==> config.mk <==
export PLATFORM = sky130hd
export DESIGN_NAME = pickup_train_station
export DESIGN_NICKNAME = d
export VERILOG_FILES = /design/src/rtl/pickup_train_station.sv
export SDC_FILE = /design/constraint.sdc
export NUM_CORES = 1
export LEC_CHECK = 0
export CORE_MARGIN = 4
export CORE_UTILIZATION = 54
export CTS_CLUSTER_DIAMETER = 150
export DETAILED_ROUTE_END_ITERATION = 10
export GPL_ROUTABILITY_DRIVEN = 0
export GPL_TIMING_DRIVEN = 0
export PLACE_DENSITY = 0.81
export SYNTH_ARGS = -nofsm -noshare
export SYNTH_HDL_FRONTEND = slang
export SYNTH_SLANG_ARGS = --single-unit
==> constraint.sdc <==
create_clock -name clk -period 26.2 [get_ports clk]
set_input_delay 6.55 -clock clk [delete_from_list [all_inputs] [get_ports clk]]
set_output_delay 6.55 -clock clk [all_outputs]
set_load 0.02 [all_outputs]
==> src/rtl/pickup_train_station.sv <==
// Pickup stop controller: publishes a train limit, holds loaded trains until global demand exists,
// then releases them while claiming a red slot. Optional load timeout: PICKUP_LOAD_TIMEOUT_EN.
module pickup_train_station #(
  parameter int Q    = 3,
  parameter int W    = 8000,
  parameter int HOLD = 4,
  parameter int PRI  = 0,
  parameter int TL   = 600,
  parameter int INT  = 31
) (
  input  logic         clk,
  input  logic         rst,
  input  logic [INT:0] t,
  input  logic [INT:0] f,
  input  logic [INT:0] u,
  input  logic [INT:0] d,
  input  logic [INT:0] k,
  output logic [INT:0] l,
  output logic         go,
  output logic [INT:0] s,
  output logic [2:0]   dbg_state
);

  typedef enum logic [2:0] {
    EMPTY    = 3'd0,
    LOADING  = 3'd1,
    READY    = 3'd2,
    DEPART   = 3'd3,
    COOLDOWN = 3'd4
  } state_t;

  localparam logic signed [INT:0] W_S    = (INT+1)'(W);
  localparam logic signed [INT:0] Q_S    = (INT+1)'(Q);
  localparam logic [31:0]         PRI_C  = 32'(PRI);
  localparam logic [31:0]         HOLD_C = 32'(HOLD);

  state_t state, next;
  logic [31:0] z;
  logic [31:0] cd_cnt;

  logic signed [INT:0]   u_s, f_s, q;
  logic signed [INT+1:0] free;
  logic                  t_present, full, f_pos, demand;
  logic [INT:0]          lim_nxt;

  // Free slots use one extra bit so d - k can never wrap.
  always_comb begin
    u_s       = $signed(u);
    f_s       = $signed(f);
    q         = u_s / W_S;
    free      = $signed({d[INT], d}) - $signed({k[INT], k});
    t_present = (t != '0);
    full      = (f_s >= W_S);
    f_pos     = !f[INT] && (f != '0);
    demand    = !free[INT+1] && (free != '0);
    if (u[INT] || u == '0)
      lim_nxt = '0;
    else if (q > Q_S)
      lim_nxt = Q_S;
    else
      lim_nxt = q;
  end

`ifdef PICKUP_LOAD_TIMEOUT_EN
  localparam logic [31:0] TL_C = 32'(TL);
  logic [31:0] ld_cnt;
  logic        ld_timeout;
  assign ld_timeout = (ld_cnt + 32'd1 >= TL_C) && f_pos;

  // Counts LOADING cycles from entry and saturates at TL.
  always_ff @(posedge clk) begin
    if (rst || state != LOADING) ld_cnt <= '0;
    else if (ld_cnt < TL_C)      ld_cnt <= ld_cnt + 32'd1;
  end
`else
  logic ld_timeout;
  assign ld_timeout = 1'b0;
`endif

  always_comb begin
    next = state;
    case (state)
      EMPTY:    if (t_present) next = LOADING;
      LOADING:  if (!t_present) next = EMPTY;
                else if (full || ld_timeout) next = READY;
      // Train leaving takes priority over release.
      READY:    if (!t_present) next = EMPTY;
                else if (demand && z >= PRI_C) next = DEPART;
      DEPART:   if (!t_present) next = (HOLD_C == 32'd0) ? EMPTY : COOLDOWN;
      COOLDOWN: if (cd_cnt <= 32'd1) next = EMPTY;
      default:  next = EMPTY;
    endcase
  end

  always_ff @(posedge clk) begin
    if (rst) begin
      state  <= EMPTY;
      l      <= '0;
      go     <= 1'b0;
      s      <= '0;
      z      <= '0;
      cd_cnt <= '0;
    end else begin
      state <= next;
      l     <= lim_nxt;
      go    <= (next == DEPART);
      s     <= {{INT{1'b0}}, (next == DEPART) || (next == COOLDOWN)};
      if (state == READY && next == READY && demand) z <= z + 32'd1;
      else                                          z <= '0;
      // Cooldown holds the claim for exactly HOLD cycles after the train leaves.
      if (state == DEPART && next == COOLDOWN) cd_cnt <= HOLD_C;
      else if (state == COOLDOWN && cd_cnt != '0) cd_cnt <= cd_cnt - 32'd1;
      else cd_cnt <= '0;
    end
  end

  assign dbg_state = state;

endmodule
## Word level (Yosys, flattened, before mapping)

Cells that the tools add are included.

- Input port bits: 162
- Register bits: 132
- Word-level logic and storage cells: 55
- Output and inout port bits: 68

- Reduce and logical (&&, ||, !) cells: 18
- Add/sub/neg operators: 3
- Eq/ne operators: 7
- Divide/modulo/power cells: 1
- Multiplexer cells: 11
- Magnitude comparators: 4
- Bitwise logic cells: 2

Operators with widths:

| operator | count |
|---|---|
| $reduce_bool 32->1 | 2 |
| $reduce_bool 33->1 | 1 |
| $sub 32x32->33 | 1 |
| $add 32x1->32 const B | 1 |
| $div 32x14->32 const B | 1 |
| $ge 32x1->1 const B | 1 |
| $ge 32x14->1 const B | 1 |
| $gt 32x3->1 const B | 1 |
| $le 32x1->1 const B | 1 |
| $logic_not 32->1 | 1 |
| $sub 32x1->32 const B | 1 |
| $mux 3 | 9 |
| $pmux 3 s5 | 1 |
| $eq 3x2->1 const B | 4 |
| $eq 3x3->1 const B | 2 |
| $logic_and 1x1->1 | 6 |
| $reduce_or 3->1 | 2 |
| $reduce_or 2->1 | 2 |
| $eq 3x1->1 const B | 1 |
| $logic_not 3->1 | 1 |
| $logic_or 1x1->1 | 2 |
| $mux 2 | 1 |
| $not 1->1 | 2 |
| $logic_not 1->1 | 1 |

## Depth between registers and ports, before layout

- Depth after elaboration: 12
- Mapped depth: 69
- Depth with buffers taken out: 60

## Worst setup path before layout

OpenSTA, ideal clock, no wires.

- Kind: in2reg
- From: input u[19]
- To: register l[0]
- Stages on the path: 61
- Library setup time: 115 ps
- Buffers on the path: 4
- Setup slack: 4393 ps
- Data arrival time: 21692 ps
- Required time: 26085 ps
- Path through: or4_4 -> or3_1 -> buf_2 -> o41ai_4 -> xnor2_1 -> clkbuf_1 -> nand3_1 -> a2111oi_2 -> a211oi_2 -> nor4_1 -> o31ai_1 -> nor3_1 -> a21o_1 -> a31o_2 -> o21ai_1 -> a31oi_1 -> a41oi_1 -> a21boi_1 -> (+25 left out) -> o41ai_2 -> o21ai_1 -> a31oi_4 -> mux2_1 -> o221ai_1 -> xnor2_1 -> nor3_1 -> or4_1 -> o311a_1 -> inv_1 -> ha_1 -> nand3_1 -> or3_1 -> a21oi_1 -> a31oi_1 -> a2111oi_2 -> o2111ai_1 -> o21a_1

- Cells in the longest elaborated chain, start to end: 3
- Elaborated cells on any way between the ends: 6
- Those cells by class: 1 x div; 1 x order compare; 1 x mux; 3 x reduce/logical

Ends and longest elaborated chain:

| element | RTL line | source |
|---|---|---|
| from (decl) | 15 | `input logic [INT:0] u,` |
| $div 32x14->32 or $logic_not 32->1 (tied branches) | 50, 56 |  |
| $gt 32x3->1 or $logic_or 1x1->1 (tied branches) | 58, 56 |  |
| $mux 2 or $reduce_or 2->1 (tied branches) | n/a |  |
| to (signal assigned) | 105 | `l <= lim_nxt;` |
| to (decl) | 18 | `output logic [INT:0] l,` |

Several ways; a longest one is shown, not always the timed one.
A chain may end at the register's enable or synchronous reset.

## Worst setup path in the final report

- From: input u[0]
- To: register l[0]

Same word-level chain as after synthesis.

==> flow_metrics.tcl <==
set metrics [dict create \
    area_growth_pct 25.8 \
    synth_top_area_cell "dfxtp_1" \
    rsz0062_at_grt "no" \
    pin_count 230 \
    arrival_ns 24.99 \
    portBuffers 187 \
    critical_path.top_delay_family "compound AO/OA/AOI/OAI gates" \
    synth_cell_types 122 \
    hpwl_um 26300 \
    status "complete, no violations" \
    critical_path_class "primary input to flip-flop" \
    synthTopCellsByArea "dfxtp_1, xnor2_1, nor2_1" \
    cts_root_buf "clkbuf_16" \
    cts_buffers 9 \
    worstPathMaxFanout 10 \
    grt_antenna_before_repair 0 \
    start_kind "primary input" \
    start_util 0.552 \
    yosysMostFrequentCell "nor2_1" \
    finalCritPeriodShare 0.946 \
    ys_warn_count 0 \
    hp-class "flip-flop to flip-flop" \
    max_slew.worst_pin.slew_ns 0.911 \
    slew_viol_final 0 \
    track_usage 0.273 \
    synth_top_area_frac 0.128 \
    fillers 1652 \
    slew-limit-headroom 0.388 \
    htree_levels 3 \
    worst_ep_required_time_ns 26.42 \
    dr.first_iter.drc_count 1043 \
    drc_errors 0 \
    skew_ns 0.00769 \
    die_w_um 149 \
    core_area_sq_um 19500 \
    finalSetupTns_ns 0 \
    register_area_sq_um 1380 \
    num_antenna_cells 0 \
    cts_tree "built" \
    nNetsFinal 1913 \
    synth_common_cells "nor2_1, nand2_1, xnor2_1" \
    crit_slowest_cell "o41ai_4" \
    grt_max_degree 13 \
    clockBufferDepth 2 \
    synth_edf_count 0 \
    grt_pass1_vias 10856 \
    hold_viol_final 0 \
    vias_per_cell 6.13 \
    met1Wirelength_um 14200 \
    wl_met3_um 2480 \
    clock_latency_ns 0.32 \
    first_pass_iters 6 \
    avgRoutedWirePerCell_um 16.4 \
    max_cap_violations 0 \
    critPathMaxStageDelay_ns 0.69 \
    top_layer_used "met4" \
    multi_input_area_sq_um 9020 \
    gr-total-overflow 0 \
    crit_buf_inv 8 \
    rows 51 \
    die-height_um 149 \
    grt_pass1_wl_um 52000 \
    synthCells 1456 \
    yosysSeqAreaShare 0.128 \
    ant_nets 0 \
    setup_viol 0 \
    clk_pin_slew_ns 0.06 \
    dr_wl_met2_um 15200 \
    synth_area_per_cell_sq_um 7.40 \
    max_freq_mhz 40.4 \
    ys_seq_elements 69 \
    cp-end-kind "flip-flop" \
    ys.flop_type "dfxtp_1" \
    min_period_ns 24.77 \
    routed_wl_um 32400 \
    via_count 12159 \
    cts_sinks 69 \
    synth_area_sq_um 10800 \
    post_cts_buffers 0 \
    die_area_sq_um 22300 \
    drive_gt1_frac 0.0971 \
    async_flop_share 0 \
]
==> what timing repair did <==
item | 4_1_cts | 5_1_grt
hold buffers | 0 | 0
hold endpoints to repair | 0 | 0
endpoints found under the setup margin | 0 | 2
gates resized for setup | 0 | 4
==> through the flow <==
stage	hold WS (ns)	util	instances	area, sq um	worst slack (ns)
after detailed placement	0.458	0.676	1968	13200	0.955
after floorplan	0.430	-	1516	11000	4.39
after CTS	0.486	0.693	1984	13500	1.23
final	0.478	0.695	1984	13600	1.43
after global routing	0.517	0.695	1984	13600	0.0731
after global placement	0.452	0.676	1968	13200	1.31
==> layout make-up <==
| cell class | count | area share |
|---|---|---|
| Buffer | 74 | 0.0316 |
| Clock buffer | 11 | 0.0179 |
| Clock inverter | 5 | 0.00618 |
| Inverter | 55 | 0.0152 |
| Multi-Input combinational cell | 1318 | 0.665 |
| Sequential cell | 69 | 0.102 |
| Tap cell | 265 | 0.0244 |
| Timing Repair Buffer | 187 | 0.138 |
==> cell usage in the layout (no fill, tap or decap), types with 8 or more instances in the layout <==
cell type	netlist	layout
a211oi_1	25	25
a21o_1	50	50
a21oi_1	68	68
a22oi_1	8	8
a311oi_1	10	10
a31oi_1	14	13
and2_1	21	21
and3_1	19	19
buf_2	14	14
buf_4	33	33
clkbuf_1	24	25
clkbuf_16	0	9
clkdlybuf4s50_1	0	187
conb_1	1	61
dfxtp_1	69	69
ha_1	36	36
inv_1	55	55
mux2i_1	20	20
nand2_1	109	109
nand2b_1	19	19
nand3_1	48	48
nand4_1	23	23
nor2_1	153	153
nor3_1	48	48
nor4_1	39	38
o211ai_1	21	21
o21a_1	11	11
o21ai_0	64	64
o21ai_1	15	15
o22ai_1	11	11
o31ai_1	20	19
o41ai_1	8	8
or2_2	8	8
or3_1	21	21
or4_1	17	17
xnor2_1	75	75
xor2_1	54	54
==> tightest hold or removal path: cells and delay by family (launching register included) <==
family         cells  cell delay, ns
AO/OA/AOI/OAI      2            0.12
flip-flops         1            0.31
==> cells by family (layout without fill, tap and decap cells) <==
group | after synthesis | after routing | share of synthesized area
fa+ha+maj | 42 | 42 | 0.0483
simple gates | 586 | 586 | 0.283
flops | 69 | 69 | 0.128
buf+inv | 129 | 332 | 0.0589
mux | 31 | 31 | 0.0313
compound gates | 462 | 462 | 0.334
xor+xnor | 136 | 136 | 0.115
other cells | 1 | 61 | 0.000348
==> path summary, 6_finish.rpt <==
| path | slack (ns) | cells past startpoint | to | start |
|---|---|---|---|---|
| hold reg to reg | 0.48 | 2 | cd_cnt[3] | cd_cnt[3] |
| hold / removal | 0.48 | 2 | cd_cnt[3] | cd_cnt[3] |
| setup reg to reg | 23.20 | 11 | cd_cnt[28] | cd_cnt[6] |
| setup / recovery | 1.43 | 64 | l[0] | u[0] |
==> flip-flops by register name, indices dropped and copies added, names as in the netlist <==
register,cells
l,32
s,1
go,1
dbg_state,3
cd_cnt,32
==> routing by layer <==
layer | vias up | global-route usage
met5 | - | 0
met4 | 0 | 0.0668
met3 | 48 | 0.0386
met2 | 489 | 0.445
met1 | 5650 | 0.381
li1 | 5972 | -
Power is not shown: default switching activity piles up to over one toggle a cycle in this logic, so the estimate is an artifact.
